## src/rtl/pre_if_fetch_pkg.sv

```systemverilog
// rtl/pre_if_fetch_pkg.sv - shared widths, FSM encodings and redirect priorities for the pre-IF stage
package pre_if_fetch_pkg;

    localparam int          BR_BUS_WD        = 34;
    localparam int          PS_TO_FS_BUS_WD  = 65;
    localparam logic [31:0] RESET_PC_DEFAULT = 32'hbfc00000;
    localparam logic [31:0] EX_ENTRY_DEFAULT = 32'hbfc00380;

    typedef enum logic [1:0] {
        PS_REQ  = 2'd0,
        PS_WAIT = 2'd1,
        PS_HOLD = 2'd2
    } ps_state_e;

    // Ordered so that a numerically larger value wins the merge.
    typedef enum logic [1:0] {
        RD_NONE = 2'd0,
        RD_BR   = 2'd1,
        RD_ERET = 2'd2,
        RD_EX   = 2'd3
    } rd_prio_e;

    function automatic logic [31:0] align_word(input logic [31:0] addr);
        return {addr[31:2], 2'b00};
    endfunction

endpackage

```

## src/rtl/ps_redirect_buf.sv

```systemverilog
// rtl/ps_redirect_buf.sv - single-entry redirect buffer merging ws_ex > eret > br_taken
module ps_redirect_buf
    import pre_if_fetch_pkg::*;
#(
    parameter logic [31:0] EX_ENTRY = EX_ENTRY_DEFAULT
) (
    input  logic        clk,
    input  logic        resetn,
    input  logic        ws_ex,
    input  logic        eret,
    input  logic [31:0] cp0_epc,
    input  logic        br_taken,
    input  logic [31:0] br_target,
    input  logic        consume,
    output logic        rd_valid,
    output logic        rd_flush,
    output logic [31:0] rd_target
);

    rd_prio_e    buf_prio;
    rd_prio_e    in_prio;
    rd_prio_e    win_prio;
    logic [31:0] buf_target;
    logic [31:0] in_target;
    logic [31:0] win_target;

    always_comb begin
        in_prio   = RD_NONE;
        in_target = 32'd0;
        if (ws_ex) begin
            in_prio   = RD_EX;
            in_target = EX_ENTRY;
        end else if (eret) begin
            in_prio   = RD_ERET;
            in_target = cp0_epc;
        end else if (br_taken) begin
            in_prio   = RD_BR;
            in_target = br_target;
        end
    end

    // A fresh redirect of equal or higher priority replaces the buffered one.
    always_comb begin
        win_prio   = buf_prio;
        win_target = buf_target;
        if (in_prio != RD_NONE && in_prio >= buf_prio) begin
            win_prio   = in_prio;
            win_target = in_target;
        end
    end

    assign rd_valid  = (win_prio != RD_NONE);
    assign rd_flush  = (win_prio == RD_EX) || (win_prio == RD_ERET);
    assign rd_target = win_target;

    always_ff @(posedge clk or negedge resetn) begin
        if (!resetn) begin
            buf_prio   <= RD_NONE;
            buf_target <= 32'd0;
        end else if (consume) begin
            buf_prio   <= RD_NONE;
            buf_target <= 32'd0;
        end else if (win_prio != RD_NONE) begin
            buf_prio   <= win_prio;
            buf_target <= win_target;
        end
    end

endmodule

```

## src/rtl/pre_if_fetch.sv

```systemverilog
// rtl/pre_if_fetch.sv - pre-IF fetch PC owner and instruction bus master; optional PS_PERF_CNT_EN adds perf counters
module pre_if_fetch
    import pre_if_fetch_pkg::*;
#(
    parameter logic [31:0] RESET_PC = RESET_PC_DEFAULT,
    parameter logic [31:0] EX_ENTRY = EX_ENTRY_DEFAULT
) (
    input  logic                       clk,
    input  logic                       resetn,
    input  logic                       fs_allowin,
    input  logic [BR_BUS_WD-1:0]       br_bus,
    input  logic                       ws_ex,
    input  logic                       eret,
    input  logic [31:0]                cp0_epc,
    output logic                       ps_to_fs_valid,
    output logic [PS_TO_FS_BUS_WD-1:0] ps_to_fs_bus,
    output logic                       inst_sram_req,
    output logic                       inst_sram_wr,
    output logic [1:0]                 inst_sram_size,
    output logic [31:0]                inst_sram_addr,
    output logic [31:0]                inst_sram_wdata,
    input  logic                       inst_sram_addr_ok,
    input  logic                       inst_sram_data_ok,
    input  logic [31:0]                inst_sram_rdata
`ifdef PS_PERF_CNT_EN
    ,
    output logic [31:0]                perf_req_cnt,
    output logic [31:0]                perf_drop_cnt
`endif
);

    ps_state_e   state;
    ps_state_e   state_next;
    logic [31:0] pc;
    logic        adel;
    logic [31:0] inst;
    logic        discard;

    logic        br_stall;
    logic        br_taken;
    logic [31:0] br_target;
    logic        rd_valid;
    logic        rd_flush;
    logic [31:0] rd_target;
    logic        consume;
    logic        pc_unaligned;
    logic        req_fire;
    logic        resp;
    logic        resp_keep;

    assign {br_stall, br_taken, br_target} = br_bus;

    assign pc_unaligned = |pc[1:0];
    assign req_fire     = inst_sram_req && inst_sram_addr_ok;
    assign resp         = (state == PS_WAIT) && inst_sram_data_ok;
    assign resp_keep    = resp && !discard && !rd_valid;

    ps_redirect_buf #(
        .EX_ENTRY (EX_ENTRY)
    ) u_redirect_buf (
        .clk       (clk),
        .resetn    (resetn),
        .ws_ex     (ws_ex),
        .eret      (eret),
        .cp0_epc   (cp0_epc),
        .br_taken  (br_taken),
        .br_target (br_target),
        .consume   (consume),
        .rd_valid  (rd_valid),
        .rd_flush  (rd_flush),
        .rd_target (rd_target)
    );

    always_ff @(posedge clk or negedge resetn) begin
        if (!resetn) begin
            state <= PS_REQ;
        end else begin
            state <= state_next;
        end
    end

    always_comb begin
        state_next = state;
        consume    = 1'b0;
        case (state)
            PS_REQ: begin
                consume = rd_valid;
                if (req_fire) begin
                    state_next = PS_WAIT;
                end else if (!rd_valid && pc_unaligned) begin
                    state_next = PS_HOLD;
                end
            end
            PS_WAIT: begin
                consume = rd_valid;
                if (inst_sram_data_ok) begin
                    state_next = (discard || rd_valid) ? PS_REQ : PS_HOLD;
                end
            end
            PS_HOLD: begin
                // A buffered branch waits here for the delay slot to be handed off.
                consume = rd_valid && (rd_flush || fs_allowin);
                if (rd_flush || fs_allowin) begin
                    state_next = PS_REQ;
                end
            end
            default: state_next = PS_REQ;
        endcase
    end

    always_comb begin
        inst_sram_req  = 1'b0;
        ps_to_fs_valid = 1'b0;
        case (state)
            PS_REQ:  inst_sram_req  = resetn && !br_stall && !pc_unaligned;
            PS_HOLD: ps_to_fs_valid = 1'b1;
            default: ;
        endcase
    end

    always_ff @(posedge clk or negedge resetn) begin
        if (!resetn) begin
            pc      <= RESET_PC;
            adel    <= 1'b0;
            inst    <= 32'd0;
            discard <= 1'b0;
        end else begin
            case (state)
                PS_REQ: begin
                    if (rd_valid) begin
                        pc <= rd_target;
                        if (req_fire) begin
                            discard <= 1'b1;
                        end
                    end else if (pc_unaligned) begin
                        adel <= 1'b1;
                        inst <= 32'd0;
                    end
                end
                PS_WAIT: begin
                    if (rd_valid) begin
                        pc <= rd_target;
                    end
                    if (inst_sram_data_ok) begin
                        discard <= 1'b0;
                    end else if (rd_valid) begin
                        discard <= 1'b1;
                    end
                    if (resp_keep) begin
                        adel <= 1'b0;
                        inst <= inst_sram_rdata;
                    end
                end
                PS_HOLD: begin
                    if (rd_flush) begin
                        pc <= rd_target;
                    end else if (fs_allowin) begin
                        pc <= rd_valid ? rd_target : pc + 32'd4;
                    end
                end
                default: ;
            endcase
        end
    end

    assign ps_to_fs_bus    = ps_to_fs_valid ? {adel, inst, pc} : {PS_TO_FS_BUS_WD{1'b0}};
    assign inst_sram_wr    = 1'b0;
    assign inst_sram_size  = 2'd2;
    assign inst_sram_addr  = align_word(pc);
    assign inst_sram_wdata = 32'd0;

`ifdef PS_PERF_CNT_EN
    logic resp_drop;
    assign resp_drop = resp && (discard || rd_valid);

    always_ff @(posedge clk or negedge resetn) begin
        if (!resetn) begin
            perf_req_cnt  <= 32'd0;
            perf_drop_cnt <= 32'd0;
        end else begin
            if (req_fire) begin
                perf_req_cnt <= perf_req_cnt + 32'd1;
            end
            if (resp_drop) begin
                perf_drop_cnt <= perf_drop_cnt + 32'd1;
            end
        end
    end
`else
`endif

endmodule

```

## config.mk

```make
export PLATFORM = sky130hd
export DESIGN_NAME = pre_if_fetch
export DESIGN_NICKNAME = d
export VERILOG_FILES = /design/src/rtl/pre_if_fetch_pkg.sv /design/src/rtl/ps_redirect_buf.sv /design/src/rtl/pre_if_fetch.sv
export SDC_FILE = /design/constraint.sdc
export NUM_CORES = 1
export LEC_CHECK = 0
export BUFFER_PORTS_ARGS = -buffer_cell sky130_fd_sc_hd__buf_2
export CORE_ASPECT_RATIO = 0.5
export CORE_UTILIZATION = 40
export DETAILED_ROUTE_END_ITERATION = 8
export GPL_ROUTABILITY_DRIVEN = 0
export PLACE_DENSITY = 0.8
export SYNTH_ARGS = -nofsm -noshare
export SYNTH_HDL_FRONTEND = slang
export SYNTH_SLANG_ARGS = --single-unit
```

## constraint.sdc

```tcl
create_clock -name clk -period 2.1 [get_ports clk]
set_input_delay 0.105 -clock clk [delete_from_list [all_inputs] [get_ports clk]]
set_output_delay 0.105 -clock clk [all_outputs]
set_load 0.01 [all_outputs]
```

== Yosys cells after proc, flatten, opt, wreduce, memory -nomap -nowiden ==
Index checks and enable logic that the tools add are counted.

* Flip-flop bits (word level): 102
* Bits of input ports: 105
* Output and inout bits: 134
* Word-level logic and storage cells: 91

* $add $sub $neg: 1
* Order comparisons: 1
* Eq/ne operators: 15
* Multiplexer cells: 39
* Reductions and logical operators: 28

{| class="wikitable"
|+ Operator list
! operator !! number
|-
| 32-bit 2-to-1 mux || 12
|-
| 32-bit one-hot mux with 2 select lines || 2
|-
| 65-bit 2-to-1 mux || 1
|-
| 32-bit by 3-bit adder with 32-bit output, second input constant || 1
|-
| 2-bit 2-to-1 mux || 10
|-
| 2-bit != test, second input constant || 7
|-
| 1-bit 2-to-1 mux || 10
|-
| 2-bit nonzero test || 5
|-
| 1-bit logical AND || 9
|-
| 3-bit != test, second input constant || 3
|-
| 4-bit AND reduction || 2
|-
| 2-bit equality test, second input constant || 3
|-
| 1-bit one-hot mux with 2 select lines || 3
|-
| 2-bit one-hot mux with 3 select lines || 1
|-
| 3-bit AND reduction || 2
|-
| 1-bit zero test || 4
|-
| 2-bit OR reduction || 2
|-
| 1-bit logical OR || 3
|-
| 2-bit by 1-bit equality test with 1-bit output, second input constant || 1
|-
| 2-bit >= comparator || 1
|-
| 2-bit zero test || 1
|-
| 2-bit by 1-bit != test with 1-bit output, second input constant || 1
|}

== Longest topological paths before layout ==
Gate-level depths: netlist of run 1.

* Depth after elaboration: 12
* Mapped depth: 10
* Mapped depth without buffers: 7

== Modules after synthesis ==
Synthesis of run 1 repeated with hierarchy kept, for this count alone.

* Cell total of the unflattened synthesis: 700
* Area, all modules: 6273.5 um^2

{| class="wikitable"
|+ By module, submodules not included
! module !! times used !! cells each !! area each (um^2) !! sequential area each (um^2)
|-
| pre_if_fetch || 1 || 457 || 4144.0 || 1712.9
|-
| ps_redirect_buf || 1 || 243 || 2129.5 || 850.8
|}

== Least setup slack after synthesis of run 1 ==
No wires, ideal clock.

* Path kind: register to register
* From: register u_redirect_buf.buf_prio[1]
* To: register pc[13]
* Library setup time: 0.127 ns
* Arrival time: 2.065 ns
* Data required time: 1.973 ns
* Path slack: -0.092 ns
* Stages on the path, launching flop included: 9
* Buffers on the path: 1
* Clock period less this slack: 2.192 ns
* Cells stage by stage: dfrtp_1 inv_1 ha_1 or2_1 a221oi_2 o32a_1 buf_2 a21oi_1 o2bb2a_1

* Cells in the longest elaborated chain, start to end: 8
* Elaborated cells on any way between the ends: 16
* Those cells by class: order compare (1); eq/ne (4); mux (7); reduce/logical (4)

{| class="wikitable"
|+ Ends and longest elaborated chain
! item !! line !! RTL
|-
| start: declaration || ps_redirect_buf.sv:20 || <nowiki>rd_prio_e buf_prio;</nowiki>
|-
| start signal: assignment || ps_redirect_buf.sv:64 || <nowiki>buf_prio <= win_prio;</nowiki>
|-
| 2-bit >= comparator || ps_redirect_buf.sv:46 || <nowiki>if (in_prio != RD_NONE && in_prio >= buf_prio) begin</nowiki>
|-
| 1-bit logical AND || ps_redirect_buf.sv:46 ||
|-
| 2-bit 2-to-1 mux || ps_redirect_buf.sv:46 ||
|-
| 2-bit nonzero test || ps_redirect_buf.sv:52 || <nowiki>assign rd_valid = (win_prio != RD_NONE);</nowiki>
|-
| 32-bit 2-to-1 mux || pre_if_fetch.sv:158 || <nowiki>pc <= rd_valid ? rd_target : pc + 32'd4;</nowiki>
|-
| 32-bit 2-to-1 mux || pre_if_fetch.sv:157 || <nowiki>end else if (fs_allowin) begin</nowiki>
|-
| 32-bit 2-to-1 mux || pre_if_fetch.sv:155 || <nowiki>if (rd_flush) begin</nowiki>
|-
| 32-bit one-hot mux with 2 select lines || pre_if_fetch.sv:128 || <nowiki>case (state)</nowiki>
|-
| end signal: assignment || pre_if_fetch.sv:131 || <nowiki>pc <= rd_target;</nowiki>
|-
| end signal: assignment || pre_if_fetch.sv:156 || <nowiki>pc <= rd_target;</nowiki>
|-
| end signal: assignment || pre_if_fetch.sv:158 ||
|-
| end: declaration || pre_if_fetch.sv:34 || <nowiki>logic [31:0] pc;</nowiki>
|}

Parallel ways exist; a longest one is shown, timed or not. The select of a mux whose other input is x is not followed.
A chain may end at the register's enable or synchronous reset.

== Final worst setup path of run 1 ==
Ends and elaborated chain as after synthesis.

==> results.sh, run 1 <==
export IMPL_worstSetupStartpoint="u_redirect_buf.buf_prio[1]"
export IMPL_grt_max_degree=103
export IMPL_ys_warnings_count=0
export IMPL_worst_ep_required_time_ns=2.34
export IMPL_synth_cells_most_frequent="93 x dfrtp_1, 74 x buf_4, 61 x nand2_1"
export IMPL_coreArea_um2=16500
export IMPL_post_synth_main_area_contributors="dfrtp_1 34%, buf_4 8.2%, dfstp_2 3.5%"
export IMPL_design_area_um2=9120
export IMPL_run_status="finished, violations left"
export IMPL_area_fraction_of_the_dominant_cell_type_after_synthesis_pct=34.2
export IMPL_ys_dominant_reg_cell="dfrtp_1"
export IMPL_synthCells=784
export IMPL_crit_path_max_fanout=7
export IMPL_cp_cell_sequence="inv_2, ha_4, or2_4, a221oi_4, o32a_1, buf_4, a21oi_1, o2bb2a_2"
export IMPL_finalWorstPathRequiredPeriod_ns=2.17
export IMPL_fp_row_count=33
export IMPL_buffer_type_at_the_clock_tree_root="clkbuf_16"
export IMPL_instances_no_fill=1263
export IMPL_design_portCount=239
export IMPL_asyncSetResetFlopFracSynth_pct=100
export IMPL_unrepaired_setup_endpoints_after_global_routing="true"
export IMPL_antennaDiodeCount=0
export IMPL_failed_checks="setup timing"
export IMPL_yosysMostFrequentCell="dfrtp_1"
export IMPL_worstHoldPathCells=3
export IMPL_netlist_top_cell_by_area="dfrtp_1"
export IMPL_detailedPlacementHpwl_um=14400
export IMPL_post_route_util_pct=55.4
export IMPL_die_w_um=186
export IMPL_synthesis_area_per_instance_um2=8.67
export IMPL_cts_max_level=3
export IMPL_regToRegStartpoint="u_redirect_buf.buf_prio[1]"
export IMPL_drcViolationCount=0
export IMPL_total_power_uw=10500
export IMPL_vdd_ir_drop_max_uv=649
export IMPL_p_per_area_nw_per_um2=1150
export IMPL_drt_iter0_drc=721
export IMPL_area_growth_syn_to_layout_pct=34.2
export IMPL_final_layout_size_suffix_gt1_share_pct=36.6
export IMPL_numCtsBuffers=9
export IMPL_critical_path_arrival_ns=2.41
export IMPL_dpl_cell_count=1205
export IMPL_post_drt_wl_per_cell_um=17.0
export IMPL_grt_pass1_vias=6456
export IMPL_hold_violations=0
export IMPL_seqCellArea_um2=2560
export IMPL_final_period_utilization_pct=103
export IMPL_route_final_wire_length_um=21500
export IMPL_die_height_um=94.2
export IMPL_slowest_delay_ns=0.39
export IMPL_power_leakage_uw=0.00431
export IMPL_final_nets=1138
export IMPL_grt_antenna_before_repair=0
export IMPL_critical_path_startpoint_type="flip-flop"
export IMPL_grt_pass1_wl_um=32100
export IMPL_route_vias_total=6954
export IMPL_report_final_slew_viol_count=0
export IMPL_cts_root_to_sink_buffers=2
export IMPL_multi_input_comb_area_um2=3630
export IMPL_tritoncts="built"
export IMPL_timing_final_setup_violations=20
export IMPL_buffer_ports_inserted=201
export IMPL_numClockSinks=102
export IMPL_reg2reg_setup_slack_ns=-0.07
export IMPL_yosys_register_bits=102
export IMPL_crit_end="pc[13]"
export IMPL_worst_hold_path_type="primary input to flip-flop"
export IMPL_netlist_cell_type_count=77
export IMPL_critical_path_slowest_cell="dfrtp_1"
export IMPL_synth_seq_area_share_pct=37.7
export IMPL_clock_skew_ns=0.0131
export IMPL_path_class="flip-flop to flip-flop"
export IMPL_timing_final_ws_setup_ns=-0.0732
export IMPL_post_synthesis_instance_area_um2=6800
export IMPL_start_util_pct=41.3
export IMPL_reg2reg_depth=8
export IMPL_maxCapViolations=0
export IMPL_synth_edf_count=0
export IMPL_globalRouteTotalUtil_pct=23.1
export IMPL_max_freq_ghz=0.460
export IMPL_drt_first_pass_iters=5
export IMPL_r2r_end="pc[13]"
export IMPL_clk_latency_ns=0.35
export IMPL_detail_route_vias_per_cell=5.51
export IMPL_design_die_area_um2=17600
export IMPL_tightestPinTransition_ns=0.562
export IMPL_path_clk_slew_ns=0.07
export IMPL_post_dp_area_um2=8170
export IMPL_worstSetupEndpointType="flip-flop"
export IMPL_grt_overflow=0
export IMPL_slew_headroom_pct=62.5
export IMPL_fillerInstances=1398
export IMPL_final_antenna_net_count=0
worst min path at each step:
stage,slack [ns],endpoint,start
floorplan,-0.19,adel,resetn
global placement,0.29,u_redirect_buf.buf_target[29],resetn
detailed placement,0.29,pc[30],resetn
CTS,0.0009,inst[5],inst_sram_rdata[5]
global route,0.01,inst[4],inst_sram_rdata[4]
finish,0.005,inst[5],inst_sram_rdata[5]
routing by layer:
layer	part of all wire [%]	track usage, %	up-vias
li1	-	-	3221
met1	42	28.5	3329
met4	3.0	9.30	0
met3	7.7	5.08	47
met2	47	39.4	357
met5	0	0	-
cells by family after synthesis:
kind of cell / after synthesis / synth area share (%)
compound gates: 259 / 27.4
fa+ha+maj: 2 / 0.368
mux: 9 / 1.36
flops: 102 / 37.7
simple gates: 249 / 19.2
buf+inv: 161 / 13.9
other cells: 2 / 0.110
final cells by class:
cell class / count / share of cell area, %
Multi-Input combinational cell: 556 / 39.8
Sequential cell: 102 / 28.1
Timing Repair Buffer: 329 / 24.6
Tap cell: 227 / 3.11
Clock buffer: 10 / 2.51
Inverter: 33 / 1.36
Clock inverter: 6 / 0.507
timing repair:
action / in CTS / in global routing
setup buffers: 1 / 4
endpoints found under the hold margin: 123 / 0
resized for setup: 9 / 38
pin swaps: 0 / 19
gates cloned: 1 / 5
hold buffers: 31 / 0
endpoints found under the setup margin: 33 / 66
critical path: cells and delay by family (launching register included):
family | cells | cell delay [ns]
DFF | 1 | 0.39
and+or+nand+nor | 1 | 0.25
adders and majority gates | 1 | 0.22
AOI/OAI and AO/OA | 4 | 0.95
buffers and inverters | 2 | 0.25
cell usage in the layout (no fill, tap or decap), drive strengths merged, types with 7 or more instances in the layout:
| master | count |
|---|---|
| a21oi | 48 |
| a221oi | 10 |
| a22o | 22 |
| a22oi | 12 |
| and2 | 34 |
| buf | 294 |
| clkbuf | 14 |
| conb | 37 |
| dfrtp | 93 |
| dfstp | 9 |
| dlygate4sd3 | 31 |
| inv | 35 |
| mux2i | 7 |
| nand2 | 62 |
| nand3 | 32 |
| nand3b | 12 |
| nand4 | 12 |
| nor2 | 53 |
| nor2b | 7 |
| nor3 | 11 |
| o21a | 12 |
| o21ai | 48 |
| o22a | 8 |
| o22ai | 18 |
| o2bb2ai | 10 |
| o31ai | 20 |
| or2 | 7 |
through the flow:
stage	worst slack, ns	hold slack [ns]	TNS (ns)
3_3_place_gp	-0.165	0.287	-3.32
5_1_grt	-0.142	0.0145	-2.44
2_1_floorplan	0.00433	-0.191	0
6_report	-0.0732	0.00545	-0.818
4_1_cts	-0.0424	0.000893	-0.112
3_5_place_dp	-0.232	0.292	-7.10
flip-flops by register name (all words and copies together) (netlist names):
| signal | flops |
|---|---|
| state | 2 |
| adel | 1 |
| u_redirect_buf.buf_prio | 2 |
| discard | 1 |
| inst | 32 |
| u_redirect_buf.buf_target | 32 |
| pc | 32 |
where the power goes:
| part | internal, uW | switching (uW) | leakage [uW] |
|---|---|---|---|
| clock | 815 | 786 | 0.000131 |
| combinational | 2690 | 3070 | 0.00283 |
| sequential | 2640 | 527 | 0.00135 |
| total | 6150 | 4380 | 0.00431 |
(Power assumes the default switching activity.)
==> run 2, diff against run 1 <==
PLACE_DENSITY = 0.77   (was 0.8)
clock period = 2.46 ns   (was 2.1 ns; I/O delays follow)
==> run 2 against run 1 <==
Effect of this change:
- via count down 7.1%
- core utilization fell by 5.3 points
- the run now ends clean
- register-to-register slack better by 0.23 ns
- cell count is 6.1% lower
- highest routed layer unchanged
- critical path depth stayed put
- clock skew down 0.0049 ns
- largest cell class unchanged
- critical path type unchanged
- clock power fell by 9%
- sequential share of layout area grew 3.0 points
- sequential power shrank 13%
==> results.sh, run 2 (synthesized netlist as in run 1, its figures left out) <==
export IMPL_run_status="finished, final reports clean"
export IMPL_layout_commonest_cell="buf_2"
export IMPL_max_freq_ghz=0.434
export IMPL_timing_setup_tns_ns=0
export IMPL_maxCapViolations=0
export IMPL_report_final_slew_viol_count=0
export IMPL_grt_pass1_wl_um=30300
export IMPL_hold_violations=0
export IMPL_unrepaired_setup_endpoints_after_global_routing="false"
export IMPL_vdd_ir_drop_max_uv=423
export IMPL_final_layout_size_suffix_gt1_share_pct=31.0
export IMPL_route_final_wire_length_um=19300
export IMPL_net_sw_power_uw=3320
export IMPL_die_height_um=94.2
export IMPL_power_report_internal_total_uw=4650
export IMPL_finalWorstPathRequiredPeriod_ns=2.30
export IMPL_worst_hold_path_type="primary input to flip-flop"
export IMPL_cts_max_level=3
export IMPL_post_drt_wl_per_cell_um=16.3
export IMPL_start_util_pct=41.3
export IMPL_detail_route_vias_per_cell=5.45
export IMPL_tightestPinTransition_ns=0.716
export IMPL_critical_path_arrival_ns=2.53
export IMPL_mostFrequentLayoutCells="200 x buf_2, 93 x dfrtp_1, 61 x nand2_1"
export IMPL_timing_final_setup_violations=0
export IMPL_fp_row_count=33
export IMPL_cts_root_to_sink_buffers=2
export IMPL_power_leakage_uw=0.00386
export IMPL_grt_overflow=0
export IMPL_worstSetupEndpointType="flip-flop"
export IMPL_worst_ep_required_time_ns=2.69
export IMPL_sw_frac_of_total_pct=41.6
export IMPL_coreArea_um2=16500
export IMPL_buffer_ports_inserted=201
export IMPL_globalRouteTotalUtil_pct=21.7
export IMPL_clock_skew_ns=0.00820
export IMPL_sequentialPowerShare_pct=34.5
export IMPL_design_portCount=239
export IMPL_path_class="flip-flop to flip-flop"
export IMPL_crit_path_max_fanout=27
export IMPL_drt_iter0_drc=547
export IMPL_clk_latency_ns=0.35
export IMPL_grt_antenna_before_repair=0
export IMPL_numClockSinks=102
export IMPL_design_area_um2=8240
export IMPL_area_growth_syn_to_layout_pct=21.2
export IMPL_antennaDiodeCount=0
export IMPL_final_antenna_net_count=0
export IMPL_layout_top_registers="inst x32, pc x32, u_redirect_buf.buf_target x32"
export IMPL_post_dp_area_um2=7830
export IMPL_power_combinational_fraction_pct=47.1
export IMPL_route_vias_total=6460
export IMPL_drt_first_pass_iters=5
export IMPL_final_nets=1061
export IMPL_grt_max_degree=57
export IMPL_slew_headroom_pct=52.3
export IMPL_clock_network_fraction_of_design_power_pct=18.3
export IMPL_numCtsBuffers=9
export IMPL_p_per_area_nw_per_um2=967
export IMPL_die_w_um=186
export IMPL_detailedPlacementHpwl_um=13900
export IMPL_buffer_type_at_the_clock_tree_root="clkbuf_16"
export IMPL_design_die_area_um2=17600
export IMPL_path_clk_slew_ns=0.07
export IMPL_tritoncts="built"
export IMPL_drcViolationCount=0
export IMPL_final_period_utilization_pct=93.6
export IMPL_grt_pass1_vias=6017
export IMPL_critical_path_startpoint_type="flip-flop"
==> run 2: cell count changes in the layout (fill, tap and decap cells not counted), moves of 4 or more <==
| cell | change |
|---|---|
| clkbuf_16 | -4 |
| dlygate4sd3_1 | -21 |
| o21ai_2 | -4 |
| a21oi_1 | +11 |
| buf_4 | -48 |
| clkinvlp_4 | +4 |
| a21oi_2 | -8 |
| o21ai_0 | +4 |
==> run 2: routing by layer <==
| layer | wire length, um | track usage [%] | vias up |
|---|---|---|---|
| met5 | 0 | 0 | - |
| met4 | 402 | 7.02 | 0 |
| met3 | 1190 | 4.11 | 29 |
| met2 | 9480 | 38.2 | 280 |
| met1 | 8200 | 27.1 | 3081 |
| li1 | - | - | 3070 |
==> run 2: cell type report <==
| cell class | count | area, um^2 |
|---|---|---|
| fill | 1566 | 8230 |
| multi-input combinational | 556 | 3450 |
| inverter | 33 | 128 |
| timing repair buffer | 252 | 1520 |
| clock buffer | 11 | 243 |
| sequential | 102 | 2560 |
| tap | 227 | 284 |
| clock inverter | 5 | 60.1 |
==> run 2: timing repair <==
action | CTS | global route
hold buffers | 10 | 0
endpoints found under the hold margin | 27 | 0
setup buffers | 0 | 0
gates resized for setup | 0 | 3
setup endpoints to repair | 0 | 30
==> run 2: worst max-delay path: stages (launching register included) <==
cell      delay [ns]
dfrtp_1         0.35
inv_1           0.05
ha_1            0.33
or2_1           0.29
a221oi_2        0.32
o32a_1          0.30
buf_12          0.20
a21oi_1         0.05
o2bb2a_1        0.29
==> run 2: stage by stage <==
step           total power [uW]  instances  util (%)  hold slack [ns]  setup slack, ns
2_1_floorplan              5460        819         -           -0.173            0.268
6_report                   7970       1186      50.0          0.00972            0.158
4_1_cts                    7960       1186      50.0          0.00430            0.121
3_3_place_gp               6360       1160      47.5            0.349           0.0839
3_5_place_dp               6470       1160      47.5            0.353           0.0206
5_1_grt                    8470       1186      50.0          0.00358           0.0237
==> run 2: power groups by stage <==
stage                     combinational [uW]  clock, uW  sequential (uW)
final                                   3760       1460             2750
after CTS                               3730       1480             2740
after detailed placement                3710          0             2760
after floorplan                         2850          0             2610
after global placement                  3610          0             2750
after global routing                    4100       1540             2830
==> run 2: final timing paths <==
kind / start / endpoint / slack (ns) / cells past startpoint
hold / removal: inst_sram_rdata[7] / inst[7] / 0.01 / 3
max in group asynchronous: resetn / inst[19] / 1.41 / 3
setup / recovery: u_redirect_buf.buf_prio[1] / pc[13] / 0.16 / 8
min in group asynchronous: resetn / u_redirect_buf.buf_target[28] / 0.52 / 3
hold reg to reg: u_redirect_buf.buf_target[23] / u_redirect_buf.buf_target[23] / 0.48 / 2
setup reg to reg: u_redirect_buf.buf_prio[1] / pc[13] / 0.16 / 8
